## src/rtl/seq_mult_hs.sv

```systemverilog
`default_nettype none
// ============================================================================
//  Module      : seq_mult_hs
//  Description : Iterative shift-add multiplier, signed or unsigned, with
//                valid/ready handshakes on operand and result sides.
//  Revision    : 1.0 - initial release
// ============================================================================
module seq_mult_hs #(
    parameter int WIDTH = 32,
    parameter int STEP  = 1
) (
    input  logic               slow_clk,
    input  logic               rst,
    input  logic               in_valid,
    output logic               in_ready,
    input  logic [WIDTH-1:0]   a,
    input  logic [WIDTH-1:0]   b,
    input  logic               signed_mode,
    output logic               out_valid,
    input  logic               out_ready,
    output logic [2*WIDTH-1:0] result,
    output logic               busy
);

    localparam int N  = WIDTH / STEP;
    localparam int CW = $clog2(N + 1);

    typedef enum logic [1:0] {
        IDLE = 2'd0,
        CALC = 2'd1,
        FIX  = 2'd2,
        DONE = 2'd3
    } state_t;

    state_t               r_state;
    state_t               w_state_next;

    logic [WIDTH-1:0]     r_mcand;
    logic [WIDTH-1:0]     r_mplier;
    logic [2*WIDTH-1:0]   r_acc;
    logic [2*WIDTH-1:0]   r_result;
    logic [CW-1:0]        r_cnt;
    logic                 r_neg;
    logic                 r_out_valid;

    logic                 w_accept;
    logic                 w_out_fire;
    logic                 w_last;
    logic [WIDTH-1:0]     w_mag_a;
    logic [WIDTH-1:0]     w_mag_b;
    logic [WIDTH+STEP-1:0] w_pp;
    logic [WIDTH+STEP-1:0] w_sum;
    logic [2*WIDTH-1:0]   w_acc_next;

    assign w_accept   = in_valid && (r_state == IDLE);
    assign w_out_fire = r_out_valid && out_ready;
    assign w_last     = (r_cnt == CW'(1));

    // Magnitudes fit WIDTH unsigned bits, including the most-negative operand.
    assign w_mag_a = (signed_mode && a[WIDTH-1]) ? ({WIDTH{1'b0}} - a) : a;
    assign w_mag_b = (signed_mode && b[WIDTH-1]) ? ({WIDTH{1'b0}} - b) : b;

    assign w_pp  = {{WIDTH{1'b0}}, r_mplier[STEP-1:0]} * {{STEP{1'b0}}, r_mcand};
    assign w_sum = {{STEP{1'b0}}, r_acc[2*WIDTH-1:WIDTH]} + w_pp;

    generate
        if (STEP < WIDTH) begin : g_shift
            assign w_acc_next = {w_sum, r_acc[WIDTH-1:STEP]};
        end else begin : g_single
            assign w_acc_next = w_sum;
        end
    endgenerate

    always_ff @(posedge slow_clk or posedge rst) begin
        if (rst) begin
            r_state <= IDLE;
        end else begin
            r_state <= w_state_next;
        end
    end

    always_comb begin
        w_state_next = r_state;
        in_ready     = 1'b0;
        busy         = 1'b1;
        case (r_state)
            IDLE: begin
                in_ready = 1'b1;
                busy     = 1'b0;
                if (in_valid) begin
                    w_state_next = CALC;
                end
            end
            CALC: begin
                if (w_last) begin
                    w_state_next = FIX;
                end
            end
            FIX: begin
                w_state_next = DONE;
            end
            DONE: begin
                if (w_out_fire) begin
                    w_state_next = IDLE;
                end
            end
            default: begin
                w_state_next = IDLE;
            end
        endcase
    end

    always_ff @(posedge slow_clk or posedge rst) begin
        if (rst) begin
            r_mcand     <= '0;
            r_mplier    <= '0;
            r_acc       <= '0;
            r_result    <= '0;
            r_cnt       <= '0;
            r_neg       <= 1'b0;
            r_out_valid <= 1'b0;
        end else begin
            case (r_state)
                IDLE: begin
                    if (w_accept) begin
                        r_mcand  <= w_mag_a;
                        r_mplier <= w_mag_b;
                        r_neg    <= signed_mode & (a[WIDTH-1] ^ b[WIDTH-1]);
                        r_acc    <= '0;
                        r_cnt    <= CW'(N);
                    end
                end
                CALC: begin
                    r_acc    <= w_acc_next;
                    r_mplier <= r_mplier >> STEP;
                    r_cnt    <= r_cnt - CW'(1);
                end
                FIX: begin
                    // Negating a zero product yields zero, so no special case.
                    r_result    <= r_neg ? ({(2*WIDTH){1'b0}} - r_acc) : r_acc;
                    r_out_valid <= 1'b1;
                end
                DONE: begin
                    if (w_out_fire) begin
                        r_out_valid <= 1'b0;
                    end
                end
                default: begin
                    r_out_valid <= 1'b0;
                end
            endcase
        end
    end

    assign out_valid = r_out_valid;
    assign result    = r_result;

endmodule
`default_nettype wire

```

## config.mk

```make
export PLATFORM = sky130hd
export DESIGN_NAME = seq_mult_hs
export DESIGN_NICKNAME = d
export VERILOG_FILES = /design/src/rtl/seq_mult_hs.sv
export SDC_FILE = /design/constraint.sdc
export NUM_CORES = 1
export LEC_CHECK = 0
export ABC_AREA = 1
export CORE_MARGIN = 4
export CORE_UTILIZATION = 55
export CTS_CLUSTER_DIAMETER = 50
export DETAILED_ROUTE_END_ITERATION = 10
export PLACE_DENSITY = 0.78
export SETUP_SLACK_MARGIN = 0.05
export SYNTH_ARGS = -nofsm -noshare
export SYNTH_HDL_FRONTEND = slang
export SYNTH_SLANG_ARGS = --single-unit
```

## constraint.sdc

```tcl
create_clock -name slow_clk -period 15.8 [get_ports slow_clk]
set_clock_uncertainty 0.1 [all_clocks]
set_input_delay 3.16 -clock slow_clk [delete_from_list [all_inputs] [get_ports slow_clk]]
set_output_delay 3.16 -clock slow_clk [all_outputs]
set_load 0.005 [all_outputs]
```

* After elaboration in Yosys (flattened, before gate mapping)
Index checks and enable logic that the tools add are counted.
Storage, ports and cells: bits in registers 202, input bits 69, output and inout port bits 67
Operators by class: $add $sub $neg 5, $mul 1, eq/ne operators 8, muxes and demuxes 17, bitwise gates (word level) 2, reduce and logical (&&, ||, !) cells 11
Operators with widths (number):
- 64-bit 2-to-1 mux | 2
- 64-bit one-hot mux with 2 select lines | 1
- 32-bit 2-to-1 mux | 3
- 32-bit one-hot mux with 2 select lines | 1
- 1-bit by 32-bit subtractor with 32-bit output, first input constant | 2
- 1-bit by 64-bit subtractor with 64-bit output, first input constant | 1
- 32-bit by 33-bit adder with 33-bit output | 1
- 1-bit by 32-bit multiplier with 33-bit output | 1
- 6-bit one-hot mux with 2 select lines | 1
- 2-bit != test, second input constant | 4
- 2-bit one-hot mux with 4 select lines | 1
- 6-bit by 1-bit == test with 1-bit output, second input constant | 1
- 2-bit 2-to-1 mux | 3
- 6-bit 2-to-1 mux | 1
- 2-bit AND reduction | 3
- 6-bit by 1-bit subtractor with 6-bit output, second input constant | 1
- 2-bit == test, second input constant | 2
- 1-bit logical AND | 4
- 2-bit nonzero test | 2
- 1-bit 2-to-1 mux | 3
- 3-bit AND reduction | 1
- 2-bit by 1-bit == test with 1-bit output, second input constant | 1
- 2-bit zero test | 1
- 1-bit one-hot mux with 2 select lines | 1
- other kinds (2) | 2

* Depth between registers and ports, before layout
depth in word-level cells 4, gate-level depth with buffers 18, depth with buffers taken out 16

* Worst setup path after synthesis
No wires, ideal clock.
path type input to register, start point input port b[1], end point register r_mplier[30], setup time 117 ps, arrival 4238 ps, data required time 15583 ps, setup slack 11346 ps, stages on the path 11, cell sequence inv_1 ha_1 nand3_1 nor2_1 nand3_1 nand2_1 nand3_1 nand2_1 nand3_1 nand2_1 nand2_1
Between the ends: word-level cells in the longest chain between the ends 4
Ends and longest elaborated chain:
- from (decl) | line 17 | input logic [WIDTH-1:0] b,
- 1-bit by 32-bit subtractor with 32-bit output | line 61 | assign w_mag_b = (signed_mode && b[WIDTH-1]) ? ({WIDTH{1'b0}} - b) : b;
- 32-bit 2-to-1 mux | line 61
- 32-bit 2-to-1 mux | line 125 | if (w_accept) begin
- 32-bit one-hot mux with 2 select lines | line 123 | case (r_state)
- to (signal assigned) | line 127 | r_mplier <= w_mag_b;
- to (signal assigned) | line 135 | r_mplier <= r_mplier >> STEP;
- to (decl) | line 39 | logic [WIDTH-1:0] r_mplier;
No other way between the ends. The select of a mux whose other input is x is not followed. A chain may end at the register's enable or synchronous reset.

* Final worst setup path
start point register r_state[0], end point output port in_ready
Between the ends: word-level cells in the longest chain between the ends 2
Ends and longest elaborated chain:
- from (decl) | line 35 | state_t r_state;
- from (signal assigned) | line 78 | r_state <= w_state_next;
- 2-bit zero test | line 86 | case (r_state)
- 1-bit 2-to-1 mux | line 86
- to (decl) | line 15 | output logic in_ready,
No other way between the ends.

==> results.json <==
{
  "drt_iter0_drc": 1551,
  "fillers": 2427,
  "antenna_cells": 0,
  "cts_tree": "done",
  "wl_per_cell_um": 16.5,
  "top_layer": "met4",
  "cts_sinks": 202,
  "cp_top_family": "buffers and inverters",
  "wl_met2_um": 19500,
  "post_cts_buffers": 0,
  "met1_length_um": 20400,
  "initial_core_util_pct": 55.7,
  "clockPowerShare_pct": 21.9,
  "synth_compound_area_share_pct": 10.1,
  "switching_share_pct": 48.1,
  "internal_power_mw": 1.72,
  "synth_top_area_share_pct": 34.9,
  "synthAdderAreaFrac_pct": 3.68,
  "fp-row-count": 59,
  "fp.dieH_um": 170,
  "p_per_area_nw_per_um2": 193,
  "power.switching_mw": 1.59,
  "seq_area_frac_synth_pct": 34.9,
  "grt_pass1_wl_um": 73400,
  "synth-main-ff-cell": "dfrtp_1",
  "dp_cells": 2687,
  "place_area_sq_um": 16000,
  "cp_cell_sequence": "inv_1, ha_1, clkdlybuf4s50_1",
  "cts_root_buf": "clkbuf_16",
  "gp_congestion": 1.00,
  "syn-num-nets": 2386,
  "yosys_warnings": 0,
  "synthSimpleGateAreaFrac_pct": 38.5,
  "wl_um": 45200,
  "io_buffers": 135,
  "dp_hpwl_um": 34000,
  "rsz0062_at_grt": "false",
  "insertion_delay_ns": 0.55,
  "synthCells": 2275,
  "post-route-util_pct": 65.9,
  "irDropWorstVdd_mv": 0.202,
  "syn2layout_area_growth_pct": 18.3,
  "post_cts_resized": 0,
  "crit_slowest_cell": "clkdlybuf4s50_1",
  "path_buf_inv": 2,
  "dp_slack_ns": 10.10,
  "wl_met3_um": 3940,
  "syn_area_sq_um": 14500,
  "synth-xor-area-share_pct": 2.84,
  "design_area_sq_um": 17100,
  "cts_buffer_depth": 3,
  "drc": 0,
  "hold_path_class": "reg -> reg",
  "grt_pass1_vias": 14000,
  "grt-ovfl-total": 0,
  "cts_buffers": 30,
  "synth.largest_area_cell": "dfrtp_1",
  "p_seq_share_pct": 26.6,
  "synth_mux_area_share_pct": 0,
  "tightest_slew_ns": 0.934,
  "final_max_slew_viol_count": 0,
  "synth_edf_count": 0,
  "path_clk_slew_ns": 0.06,
  "core_sq_um": 26000,
  "cp.required_ns": 12.54,
  "cp-end-kind": "output pin",
  "grt_start_max_net_pins": 134,
  "synth_top_family_by_area": "simple AND/OR/NAND/NOR gates",
  "via_per_inst": 5.52,
  "async_reset_ff_share_pct": 100,
  "ant_nets": 0,
  "setup_viol": 0,
  "setup_tns_ns": 0,
  "rrSetupSlack_ns": 12.56,
  "timing.final.crit_period_ns": 5.22,
  "nets": 2495,
  "critPathMaxFanout": 5,
  "fin_ws_ns": 10.58,
  "antenna_found_initial": 0,
  "holdWs_ns": 0.374,
  "slew_headroom_pct": 37.7,
  "vias": 15200,
  "synth_seq_cells": 202,
  "finalPower_mw": 3.31,
  "power.leakage_nw": 9.18,
  "die_area_sq_um": 29000,
  "comb_power_share_pct": 51.5,
  "outcome": "finished, final reports clean",
  "hold_viol": 0,
  "finalNonFillerCells": 2743,
  "slowest_delay_ns": 0.57,
  "min_period_over_period_pct": 33.1,
  "synth_area_per_cell_sq_um": 6.36,
  "firstDrtPassIters": 6,
  "pin_count": 136,
  "drive_gt1_share_pct": 4.24,
  "maxCapViolations": 0,
  "synth_cell_type_count": 46,
  "grt_usage_pct": 31.0,
  "ys_top_cells_by_area": "dfrtp_1 (35%), nand2_1 (21%), inv_1 (7.8%)",
  "die_x_um": 170,
  "critPathKind": "reg -> out",
  "cp.arrival_ns": 1.96,
  "max_freq_ghz": 0.191,
  "startpoint_type": "register",
  "htree_levels": 1,
  "ctsHoldBuffers": 0
}
-- logic make-up (layout without fill, tap and decap cells) --
family,count (synthesis),in the layout
AO/OA/AOI/OAI,271,271
XOR/XNOR,47,47
adder cells (fa/ha/maj),42,42
buffers and inverters,372,505
flip-flops,202,202
AND/OR/NAND/NOR,1341,1341
-- metal layers --
metal / vias up / GRT usage [%]
met5: - / 0
met2: 677 / 47.4
met4: 0 / 9.79
li1: 7436 / -
met3: 87 / 5.37
met1: 6954 / 44.9
-- placed cells by master, fill, tap and decap left out, types with 2 or more instances in the layout --
cell type,n
nor2_4,5
ha_1,41
clkinvlp_4,2
nand4_1,22
o21ai_0,132
a21o_1,2
o21ai_1,11
buf_4,9
inv_1,300
clkinv_4,2
and3_1,2
inv_6,5
nor4_1,5
bufinv_16,4
nand3b_1,12
a21boi_0,2
o21bai_1,4
nand3_1,200
clkdlybuf4s50_1,135
o211ai_1,5
o22ai_1,37
inv_8,5
clkbuf_1,3
dfrtp_1,201
clkbuf_8,4
nor2_2,8
nand2_2,10
clkbuf_16,31
xor2_1,47
a21oi_1,68
nor2_1,251
or2_2,6
inv_2,4
nand2_1,798
a31oi_1,5
nor3_1,14
-- state kept, by name (all words and copies together) (netlist names) --
register / flops
r_cnt: 6
r_neg: 1
result: 64
r_acc: 64
r_mcand: 32
r_state: 2
out_valid: 1
r_mplier: 32
-- cell usage after synthesis (3+ instances only) --
cell type,instances
nand2_1,798
inv_1,301
nor2_1,251
dfrtp_1,202
nand3_1,200
o21ai_0,132
a21oi_1,68
xor2_1,47
ha_1,41
o22ai_1,37
clkbuf_1,36
nand4_1,22
buf_2,20
nor3_1,14
nand3b_1,12
o21ai_1,12
nand2_2,10
nor2_2,8
buf_1,7
or2_2,6
a31oi_1,5
nor2_4,5
nor4_1,5
o211ai_1,5
o21bai_1,4
inv_2,3
-- power groups by stage --
| stage | clock, mW | sequential [mW] | combinational, mW |
|---|---|---|---|
| final | 0.723 | 0.881 | 1.70 |
| after global routing | 0.754 | 0.901 | 1.90 |
| after CTS | 0.728 | 0.874 | 1.67 |
| after detailed placement | 0 | 0.880 | 1.66 |
| after global placement | 0 | 0.874 | 1.63 |
| after floorplan | 0 | 0.812 | 1.17 |
-- final timing paths --
check / from / to / depth (start not counted)
max in group asynchronous: rst / r_neg / 3
worst min register to register: result[37] / result[37] / 2
worst max register to register: r_mplier[0] / r_acc[47] / 15
worst max-delay path: r_state[0] / in_ready / 3
worst min-delay path: result[37] / result[37] / 2
min in group asynchronous: rst / result[0] / 2
-- worst register-to-register path, stage by stage (launching register included) --
cell	delay, ns
dfrtp_1	0.95
nand2_1	0.13
inv_1	0.12
ha_1	0.23
inv_1	0.07
fa_1	0.39
inv_1	0.12
nand3_1	0.08
nand3_1	0.14
nand2_1	0.07
nand2_1	0.15
inv_1	0.05
o21ai_0	0.26
nand2_1	0.10
nand2_1	0.07
o21ai_0	0.08
-- area by class of cell --
| type | instances | area, sq um | area share (%) |
|---|---|---|---|
| clock inverter | 18 | 258 | 1.50 |
| clock buffer | 38 | 842 | 4.92 |
| sequential | 202 | 5060 | 29.5 |
| inverter | 305 | 1150 | 6.73 |
| multi-input combinational | 1701 | 7980 | 46.6 |
| tap | 335 | 419 | 2.45 |
| timing repair buffer | 144 | 1420 | 8.28 |
(Power assumes the default switching activity.)
